<file path="src/rtl/trng_pkg.sv">
// Shared definitions for the TRNG continuous random-number generator test
// (CRNGT) slice: default word and counter widths plus the CRNGT FSM state type.
package trng_pkg;

  localparam int DATA_W = 16;
  localparam int CNT_W  = 16;

  typedef enum logic [2:0] {
    IDLE = 3'd0,
    WAIT = 3'd1,
    RD   = 3'd2,
    CMP  = 3'd3,
    PUSH = 3'd4,
    FAIL = 3'd5
  } trng_crngt_state_t;

endpackage

</file>
<file path="src/rtl/trng_sat_cnt.sv">
// Saturating up-counter.
// Ports:
//   rng_clk  clock
//   rst      asynchronous active-high reset, clears the count
//   clr      synchronous clear, has priority over inc
//   inc      add one unless already at all-ones
//   q        current count
module trng_sat_cnt #(
  parameter int CNT_W = 16
) (
  input  logic             rng_clk,
  input  logic             rst,
  input  logic             clr,
  input  logic             inc,
  output logic [CNT_W-1:0] q
);

  logic [CNT_W-1:0] cnt_q;

  always_ff @(posedge rng_clk or posedge rst) begin
    if (rst) begin
      cnt_q <= '0;
    end else if (clr) begin
      cnt_q <= '0;
    end else if (inc && (cnt_q != '1)) begin
      cnt_q <= cnt_q + 1'b1;
    end
  end

  assign q = cnt_q;

endmodule

</file>
<file path="src/rtl/trng_crngt.sv">
// Continuous random-number generator test. Reads words from the collector,
// compares each one with the previous word and forwards it to the EHR only if
// it differs. Two consecutive equal words latch a sticky error and park the
// FSM in FAIL until a hard or soft reset. The first word after (re)start is
// only stored as the comparison reference and never forwarded.
// Ports:
//   rng_clk, rst                 clock, asynchronous active-high reset
//   rst_trng_logic               synchronous soft reset of the datapath
//   crngt_en                     enable; low parks the block in IDLE
//   collector_valid/_crngt_data  incoming word from the collector
//   crngt_collector_rd           one-cycle read strobe back to the collector
//   crngt_ehr_valid/_data        forwarded word, held until ehr_crngt_ready
//   ehr_crngt_ready              EHR accepts the word
//   crngt_err                    sticky repeated-word failure
//   crngt_pass_cnt               saturating count of forwarded words
module trng_crngt
  import trng_pkg::*;
#(
  parameter int DATA_W = trng_pkg::DATA_W,
  parameter int CNT_W  = trng_pkg::CNT_W
) (
  input  logic              rng_clk,
  input  logic              rst,
  input  logic              rst_trng_logic,
  input  logic              crngt_en,
  input  logic              collector_valid,
  input  logic [DATA_W-1:0] collector_crngt_data,
  output logic              crngt_collector_rd,
  output logic              crngt_ehr_valid,
  output logic [DATA_W-1:0] crngt_ehr_data,
  input  logic              ehr_crngt_ready,
  output logic              crngt_err,
  output logic [CNT_W-1:0]  crngt_pass_cnt
);

  trng_crngt_state_t state_q, state_d;
  logic [DATA_W-1:0] cur_q, prev_q, ehr_data_q;
  logic              first_q, err_q;
  logic              same_word;
  logic              push_done;

  assign same_word = (cur_q == prev_q);
  assign push_done = (state_q == PUSH) && ehr_crngt_ready;

  always_comb begin
    state_d = state_q;
    case (state_q)
      IDLE: if (crngt_en) state_d = WAIT;
      WAIT: begin
        if (!crngt_en)            state_d = IDLE;
        else if (collector_valid) state_d = RD;
      end
      RD:   state_d = CMP;
      CMP: begin
        if (first_q)        state_d = WAIT;
        else if (same_word) state_d = FAIL;
        else                state_d = PUSH;
      end
      PUSH: if (ehr_crngt_ready) state_d = WAIT;
      FAIL: state_d = FAIL;
      default: state_d = IDLE;
    endcase
  end

  // Soft reset overrides every transition and also discards a pending push.
  always_ff @(posedge rng_clk or posedge rst) begin
    if (rst) begin
      state_q    <= IDLE;
      cur_q      <= '0;
      prev_q     <= '0;
      ehr_data_q <= '0;
      first_q    <= 1'b1;
      err_q      <= 1'b0;
    end else if (rst_trng_logic) begin
      state_q    <= IDLE;
      cur_q      <= '0;
      prev_q     <= '0;
      ehr_data_q <= '0;
      first_q    <= 1'b1;
      err_q      <= 1'b0;
    end else begin
      state_q <= state_d;
      case (state_q)
        IDLE: if (crngt_en) first_q <= 1'b1;
        RD:   cur_q <= collector_crngt_data;
        CMP: begin
          if (first_q) begin
            prev_q  <= cur_q;
            first_q <= 1'b0;
          end else if (same_word) begin
            err_q <= 1'b1;
          end else begin
            prev_q     <= cur_q;
            ehr_data_q <= cur_q;
          end
        end
        default: ;
      endcase
    end
  end

  assign crngt_collector_rd = (state_q == RD);
  assign crngt_ehr_valid    = (state_q == PUSH);
  assign crngt_ehr_data     = ehr_data_q;
  assign crngt_err          = err_q;

  trng_sat_cnt #(
    .CNT_W (CNT_W)
  ) u_pass_cnt (
    .rng_clk (rng_clk),
    .rst     (rst),
    .clr     (rst_trng_logic),
    .inc     (push_done && !rst_trng_logic),
    .q       (crngt_pass_cnt)
  );

endmodule

</file>
<file path="config.mk">
export PLATFORM = sky130hd
export DESIGN_NAME = trng_crngt
export DESIGN_NICKNAME = d
export VERILOG_FILES = /design/src/rtl/trng_pkg.sv /design/src/rtl/trng_sat_cnt.sv /design/src/rtl/trng_crngt.sv
export SDC_FILE = /design/constraint.sdc
export NUM_CORES = 1
export LEC_CHECK = 0
export ABC_CLOCK_PERIOD_IN_PS = 5900
export CORE_MARGIN = 5
export CORE_UTILIZATION = 50
export CTS_CLUSTER_SIZE = 25
export DETAILED_ROUTE_END_ITERATION = 6
export PLACE_DENSITY = 0.75
export SLEW_MARGIN = 20
export SYNTH_ARGS = -nofsm -noshare
export SYNTH_HDL_FRONTEND = slang
export SYNTH_HIERARCHICAL = 1
export SYNTH_SLANG_ARGS = --single-unit
</file>
<file path="constraint.sdc">
create_clock -name rng_clk -period 5.9 [get_ports rng_clk]
set_input_delay 1.18 -clock rng_clk [delete_from_list [all_inputs] [get_ports rng_clk]]
set_output_delay 1.18 -clock rng_clk [all_outputs]
set_load 0.02 [all_outputs]
</file>
# Word level (Yosys, flattened, before mapping)
# Cells that the tools add are included.
[op_classes]
n_addsub = 1
eq_ne = 13
muxes = 26
n_reduce_logical = 15
[op_table]
columns = ["op", "n"]
rows = [
  ["16-bit two-way mux", 11],
  ["3-bit two-way mux", 6],
  ["3-bit one-hot mux with 6 select lines", 1],
  ["16-bit by 1-bit adder with 16-bit output (second input constant)", 1],
  ["16-bit == test", 1],
  ["16-bit != test (second input constant)", 1],
  ["3-bit AND reduction", 3],
  ["2-bit nonzero test", 4],
  ["1-bit two-way mux", 7],
  ["3-bit by 2-bit == test with 1-bit output (second input constant)", 2],
  ["3-bit == test (second input constant)", 2],
  ["3-bit != test (second input constant)", 2],
  ["2-bit != test (second input constant)", 2],
  ["4-bit != test (second input constant)", 1],
  ["2-bit AND reduction", 2],
  ["3-bit by 1-bit == test with 1-bit output (second input constant)", 1],
  ["1-bit logical AND", 3],
  ["3-bit zero test", 1],
  ["3-bit by 2-bit != test with 1-bit output (second input constant)", 1],
  ["3-bit nonzero test", 1],
  ["1-bit one-hot mux with 2 select lines", 1],
  ["1-bit zero test", 1],
]
[totals]
reg_bits = 69
input_bits = 22
output_inout_bits = 35
wordCells = 62

# Depth between registers and ports, before layout
# Gate-level depths: netlist (run 1).
[logic_depth]
ltp_word = 6
depth_mapped = 9
ltp_nobuf = 7

# Modules after synthesis
# The synthesis (run 1) kept the hierarchy.
[modules_own_cells]
columns = ["mod", "n_inst", "cells_each", "area_each_um2", "seq_area_each_um2"]
rows = [
  ["trng_crngt", 1, 306, 2811.4, 1327.5],
  ["trng_sat_cnt", 1, 101, 932.1, 400.4],
]

# Least setup slack after synthesis (run 1)
# OpenSTA, ideal clock, no wires.
[synth_timing]
path_kind = "input -> register"
from = "input port rst_trng_logic"
to = "register u_pass_cnt.cnt_q[13], in the netlist u_pass_cnt/q[13]"
arrival_ps = 3195
required_ps = 5822
path_slack_ps = 2627
path_stages = 9
n_path_buf = 4
cell_sequence = "clkbuf_1 > clkbuf_1 > clkbuf_1 > nor3_1 > clkbuf_2 > nand3_1 > or4_4 > or4_1 > a21oi_1"
[synth_via]
elab_chain_cells = 4
word_cells_on_any_way = 5
cone_classes = "mux: 1; reduce/logical: 4"
[synth_rtl]
columns = ["element", "line", "text"]
rows = [
  ["from (decl)", "trng_crngt.sv:24", "input logic rst_trng_logic,"],
  ["1-bit zero test", "trng_crngt.sv:113", ".inc (push_done && !rst_trng_logic),"],
  ["1-bit logical AND", "trng_crngt.sv:113", ""],
  ["1-bit logical AND", "trng_sat_cnt.sv:25", "end else if (inc && (cnt_q != '1)) begin"],
  ["2-bit nonzero test (no source line)", "-", ""],
  ["to (signal assigned)", "trng_sat_cnt.sv:26", "cnt_q <= cnt_q + 1'b1;"],
  ["to (decl)", "trng_sat_cnt.sv:18", "logic [CNT_W-1:0] cnt_q;"],
]
# Parallel ways exist; a longest one is shown, timed or not.
# A chain may end at the register's enable or synchronous reset.

# Worst setup path after layout (run 1)
[layout_timing]
from = "register state_q[1]"
to = "output port crngt_collector_rd"
[layout_via]
elab_chain_cells = 1
[layout_rtl]
columns = ["element", "line", "text"]
rows = [
  ["from (decl)", "trng_crngt.sv:36", "trng_crngt_state_t state_q, state_d;"],
  ["from (signal assigned)", "trng_crngt.sv:82", "state_q <= state_d;"],
  ["3-bit by 2-bit == test with 1-bit output", "trng_crngt.sv:102", "assign crngt_collector_rd = (state_q == RD);"],
  ["to (decl)", "trng_crngt.sv:28", "output logic crngt_collector_rd,"],
]
# Every way passes these cells.

==> results of run 1 <==
worst register-to-register path: stages, from the launching register on:
cell,delay (ns)
dfrtp_1,0.43
inv_1,0.17
nand2_1,0.10
nor3_1,0.67
nand3_1,0.32
or4_4,0.52
or4_1,0.42
a21oi_1,0.16
metrics by stage:
step	hold WS (ns)	area [um^2]
final	0.510	4490
after detailed placement	0.496	4320
after CTS	0.515	4480
after global placement	0.512	4320
after floorplan	0.486	3740
after global routing	0.564	4490
area by class of cell:
cell class,instances,area (um^2),area share [%]
Multi-Input combinational cell,305,1880,41.9
Sequential cell,69,1730,38.5
Timing Repair Buffer,58,571,12.7
Clock buffer,13,149,3.32
Tap cell,99,124,2.76
Inverter,6,25.0,0.558
Clock inverter,2,10.0,0.223
cell families (layout without fill, tap and decap cells):
family	count (synthesis)	in the layout	synth area share, %
AOI/OAI and AO/OA	82	82	13.2
xor gates and xnor gates	16	16	3.74
adders and majority gates	1	1	0.334
buffers and inverters	33	79	3.84
DFF	69	69	46.2
muxes	20	20	5.45
and+or+nand+nor	186	186	27.3
report_power, final:
part	internal, mW	leakage, nW	switching (mW)	total (mW)
sequential	0.476	0.959	0.00603	0.482
clock	0.161	0.0833	0.172	0.333
combinational	0.0275	0.666	0.0482	0.0757
total	0.664	1.71	0.226	0.891
cell usage in the layout (no fill, tap or decap), drive strengths merged:
cell type      Yosys  final
a21oi             49     49
a31oi              2      2
and3              16     16
and4               1      1
buf                8      3
clkbuf            18     13
clkdlybuf4s50      0     55
clkinv             1      3
dfrtp             68     68
dfstp              1      1
ha                 1      1
inv                5      5
mux2               3      3
mux2i             17     17
nand2             55     55
nand2b            36     36
nand3             24     24
nand3b             1      1
nand4              9      9
nor2              13     13
nor2b              3      3
nor3               7      7
nor3b              1      1
nor4               4      4
o21ai              7      7
o221ai            16     16
o22ai              1      1
o31ai              5      5
o41ai              2      2
or3                8      8
or4                8      8
xnor2             16     16
final timing paths:
kind / slack (ns) / endpoint / start / cells past startpoint
max: 2.10 / crngt_collector_rd / state_q[1] / 4
min reg2reg: 0.51 / crngt_err / crngt_err / 2
min in group asynchronous: 1.29 / u_pass_cnt/q[13] / rst / 2
max in group asynchronous: 4.14 / state_q[0] / rst / 2
min: 0.51 / crngt_err / crngt_err / 2
max reg2reg: 3.04 / u_pass_cnt/q[13] / state_q[1] / 7
layer usage:
metal  vias to the layer above  wire, um  global-route usage, %
li1                       1537         -                      -
met1                      1540      4210                   30.1
met2                       113      3960                   29.4
met3                         9       609                   4.34
met4                         0       110                   8.41
met5                         -         0                      0
state kept, by name, indices dropped and copies added, names as in the netlist:
register and count:
u_pass_cnt/q 16, prev_q 16, state_q 3, crngt_ehr_data 16, crngt_err 1, first_q 1, cur_q 16
==> results.yml, run 1 <==
pwr:
  pwr_density_cell_mw_per_mm2: 199
  p_leak_nw: 1.71
  finalPower_uw: 891
  ir_drop_mv: 0.112
setup_path:
  cp.required_ns: 4.72
  slowest_delay_ns: 0.67
  worstPathCellList: "inv_1, or3_1, clkinv_1, clkdlybuf4s50_1"
  arrival_ns: 2.62
  start_kind: "flop"
  endpoint_kind: "output port"
  path_max_fanout: 17
  path_delay_family: "buffers and inverters"
  crit_type: "reg2out"
  cp.buffers_inverters: 3
  slowest_stage: "clkdlybuf4s50_1"
min_path:
  hold_path_class: "reg2reg"
sta:
  maxSlewHeadroom_pct: 28.8
  setup_ws_ns: 2.10
  hold_violations: 0
  finalCriticalPeriod_ns: 3.80
  final-setup-viol-count: 0
  maxSlewViolCount: 0
  fin_skew_ns: 0.0110
  max_slew.worst_pin.slew_ns: 1.06
  fin_crit_sh_pct: 64.4
  fmax_mhz: 263
  rsz0062_at_grt: "no"
  fin_tns_setup_ns: 0
run_status:
  status: "complete, no violations"
global_route:
  grt_overflow: 0
  antenna_found_initial: 0
  grt_max_degree: 91
  grt_pass1_wl_um: 14800
  first_global_vias: 3057
  grt_usage_pct: 20.5
synthesis:
  synth_most_common_cell: "dfrtp_1"
  syn_area_mm2: 0.00374
  synth_flop_cell: "dfrtp_1"
  synth_edf_count: 0
  ys_top_cells_by_count: "68 x dfrtp_1, 55 x nand2_1, 49 x a21oi_1, 36 x nand2b_1, 24 x nand3_1"
  syn_inst: 407
  ys_seq_area_share_pct: 46.2
  yosysTopAreaCellShare_pct: 45.5
  synth.ff_latch_count: 69
  synth_cell_types: 41
  synth_fp_nets: 430
  syn_avg_cell_area_um2: 9.20
  ys_top_cells_by_area: "dfrtp_1 45%, a21oi_1 6.6%, nand2b_1 6.0%"
  yosys_warnings: 6
  synth_top_area_cell: "dfrtp_1"
  async_reset_ff_share_pct: 100
placed_design:
  dp_cells: 537
  place.gp.congestion: 0.840
  portBuffers: 56
  post-place-ws_ns: 2.08
  dp_hpwl_um: 5770
clocking:
  cts_max_level: 3
  clk_transition_reported_paths_ns: 0.07
  post_cts_resized: 0
  insertion_delay_ns: 0.35
  hold_buffers: 0
  postCtsSetupBuffers: 0
  cts_inserted_buffers: 9
  clock_path_buffers: 2
  cts_sinks: 69
  root_buffer: "clkbuf_8"
  cts_tree: "yes"
final_layout:
  final_cells: 552
  diodes: 0
  drive_above_1_share_pct: 6.40
  final_core_utilization_pct: 61.8
  layout.nets: 472
  fill_cells: 652
  area_delta_synth_final_pct: 19.8
floorplanning:
  die_area_mm2: 0.00932
  die_x_um: 96.5
  io_pins: 57
  core-area_mm2: 0.00725
  placementRows: 31
  fp.dieH_um: 96.5
  initial_core_util_pct: 51.6
drt:
  routedWlPerCell_um: 16.1
  routed_wl_um: 8880
  firstDrtPassIters: 5
  vias_per_cell: 5.80
  vias: 3199
  dr.first_iter.drc_count: 288
  drc: 0
  ant_nets: 0
run:
  maxCapViolations: 0
Note: power is estimated with default switching activity, not from simulation.
==> inputs of run 2 (changes only) <==
ABC_CLOCK_PERIOD_IN_PS = 3300   (was 5900)
CORE_UTILIZATION = 49   (was 50)
PLACE_DENSITY = 0.76   (was 0.75)
clock period = 3.3 ns   (was 5.9 ns; I/O delays follow)
==> run 2 against run 1 <==
Effect of this change: critical path depth stayed put; utilization rose by 0.42 points; combinational power up 88%; clock skew is 0.0010 ns lower; die area grew 1.8%; critical path type unchanged.
==> results.yml, run 2 (synthesized netlist as in run 1, its figures left out) <==
placed_design:
  place.gp.congestion: 0.845
  post-place-ws_ns: 0.456
  portBuffers: 56
  dp_hpwl_um: 6090
sta:
  maxSlewHeadroom_pct: 35.7
  whs_ns: 0.536
  hold_violations: 0
  maxSlewViolCount: 0
  setup_ws_ns: 0.373
  max_slew.worst_pin.slew_ns: 0.961
  fin_skew_ns: 0.0100
  final-setup-viol-count: 0
  finalCriticalPeriod_ns: 2.93
  fin_crit_sh_pct: 88.7
  fmax_mhz: 342
  rsz0062_at_grt: "no"
  fin_tns_setup_ns: 0
final_layout:
  drive_above_1_share_pct: 7.81
  area_delta_synth_final_pct: 21.9
  final_common_cell: "dfrtp_1"
  final_core_utilization_pct: 62.3
  fill_cells: 618
  diodes: 0
  layout.nets: 479
  final_cell_mix: "68 x dfrtp_1, 55 x nand2_1, 55 x clkdlybuf4s50_1"
floorplanning:
  core-area_mm2: 0.00733
  die_x_um: 97.4
  io_pins: 57
  die_area_mm2: 0.00949
  fp.dieH_um: 97.4
  initial_core_util_pct: 51.1
  placementRows: 31
clocking:
  cts_inserted_buffers: 9
  cts_max_level: 3
  clk_transition_reported_paths_ns: 0.07
  root_buffer: "clkbuf_8"
  insertion_delay_ns: 0.35
  hold_buffers: 0
  cts_tree: "yes"
  cts_sinks: 69
  postCtsSetupBuffers: 0
  post_cts_resized: 0
  clock_path_buffers: 2
global_route:
  antenna_found_initial: 0
  grt_overflow: 0
  grt_usage_pct: 19.4
  grt_max_degree: 82
  first_global_vias: 3137
  grt_pass1_wl_um: 15400
setup_path:
  slowest_delay_ns: 0.62
  reg2reg_slack_ns: 0.93
  cp.required_ns: 2.64
  start_kind: "flop"
  path_delay_family: "buffers and inverters"
  worst_r2r_path_depth: 7
  slowest_stage: "or3_1"
  cp.buffers_inverters: 3
  regToRegStartpoint: "state_q[1]"
  crit_type: "reg2out"
  rr_endpoint: "u_pass_cnt/q[13]"
  path_max_fanout: 17
  arrival_ns: 2.27
  endpoint_kind: "output port"
  worstPathCellList: "inv_1, or3_1, clkinv_1, clkdlybuf4s50_1"
drt:
  routedWlPerCell_um: 15.7
  routed_wl_um: 8770
  firstDrtPassIters: 5
  vias_per_cell: 5.80
  dr.first_iter.drc_count: 253
  ant_nets: 0
  drc: 0
  vias: 3248
min_path:
  min_from: "crngt_err"
  hold_path_class: "reg2reg"
  hold_end: "crngt_err"
  hold_path_depth: 2
pwr:
  pwr_density_cell_mw_per_mm2: 365
  ir_drop_mv: 0.217
  p_leak_nw: 1.76
run_status:
  status: "complete, no violations"
run:
  maxCapViolations: 0
## run 2: cell types whose count changed in the layout (fill, tap and decap cells not counted)
cell / previous run / this run
clkbuf_8: 10 / 13
inv_2: 0 / 1
nor2_1: 12 / 13
buf_4: 2 / 9
nor2_2: 1 / 0
inv_4: 1 / 0
clkinv_2: 2 / 0
## run 2: worst register-to-register path, stage by stage (launching register included)
cell     delay [ns]
dfrtp_1        0.43
inv_1          0.17
nand2_1        0.09
nor3_1         0.27
nand3_1        0.24
or4_4          0.51
or4_1          0.43
a21oi_1        0.16
## run 2: layer usage
| layer | vias up | wire length [um] | track usage [%] |
|---|---|---|---|
| met5 | - | 0 | 0 |
| met4 | 0 | 112 | 6.07 |
| met3 | 11 | 558 | 5.31 |
| met2 | 119 | 3880 | 27.9 |
| met1 | 1556 | 4220 | 28.4 |
| li1 | 1562 | - | - |
## run 2: layout make-up
cell class / instances / area (um^2) / share of cell area [%]
multi-input combinational: 305 / 1880 / 41.1
sequential: 69 / 1730 / 37.9
timing repair buffer: 65 / 623 / 13.7
clock buffer: 16 / 190 / 4.17
tap: 99 / 124 / 2.71
inverter: 6 / 22.5 / 0.493
## run 2: through the flow
step                      std cells  cell area [um^2]  total power, mW
final                           560              4560             1.66
after global routing            560              4560             1.73
after detailed placement        544              4370             1.02
after global placement          544              4370             1.02
after CTS                       560              4560             1.68
after floorplan                 407              3740            0.966
## run 2: worst max-delay path by stage
stage / startpoint / to / slack, ns / depth (start not counted)
2_1_floorplan: rst_trng_logic / u_pass_cnt/q[13] / 0.55 / 9
3_3_place_gp: ehr_crngt_ready / u_pass_cnt/q[13] / 0.50 / 7
3_5_place_dp: ehr_crngt_ready / u_pass_cnt/q[13] / 0.46 / 7
4_1_cts: state_q[1] / crngt_collector_rd / 0.34 / 4
5_1_grt: state_q[1] / crngt_collector_rd / 0.20 / 4
6_report: state_q[1] / crngt_collector_rd / 0.37 / 4
## run 2: power by group
| group | switching (mW) | internal (mW) | total (mW) |
|---|---|---|---|
| logic | 0.0868 | 0.0551 | 0.142 |
| clock network | 0.304 | 0.357 | 0.661 |
| registers | 0.0108 | 0.851 | 0.862 |
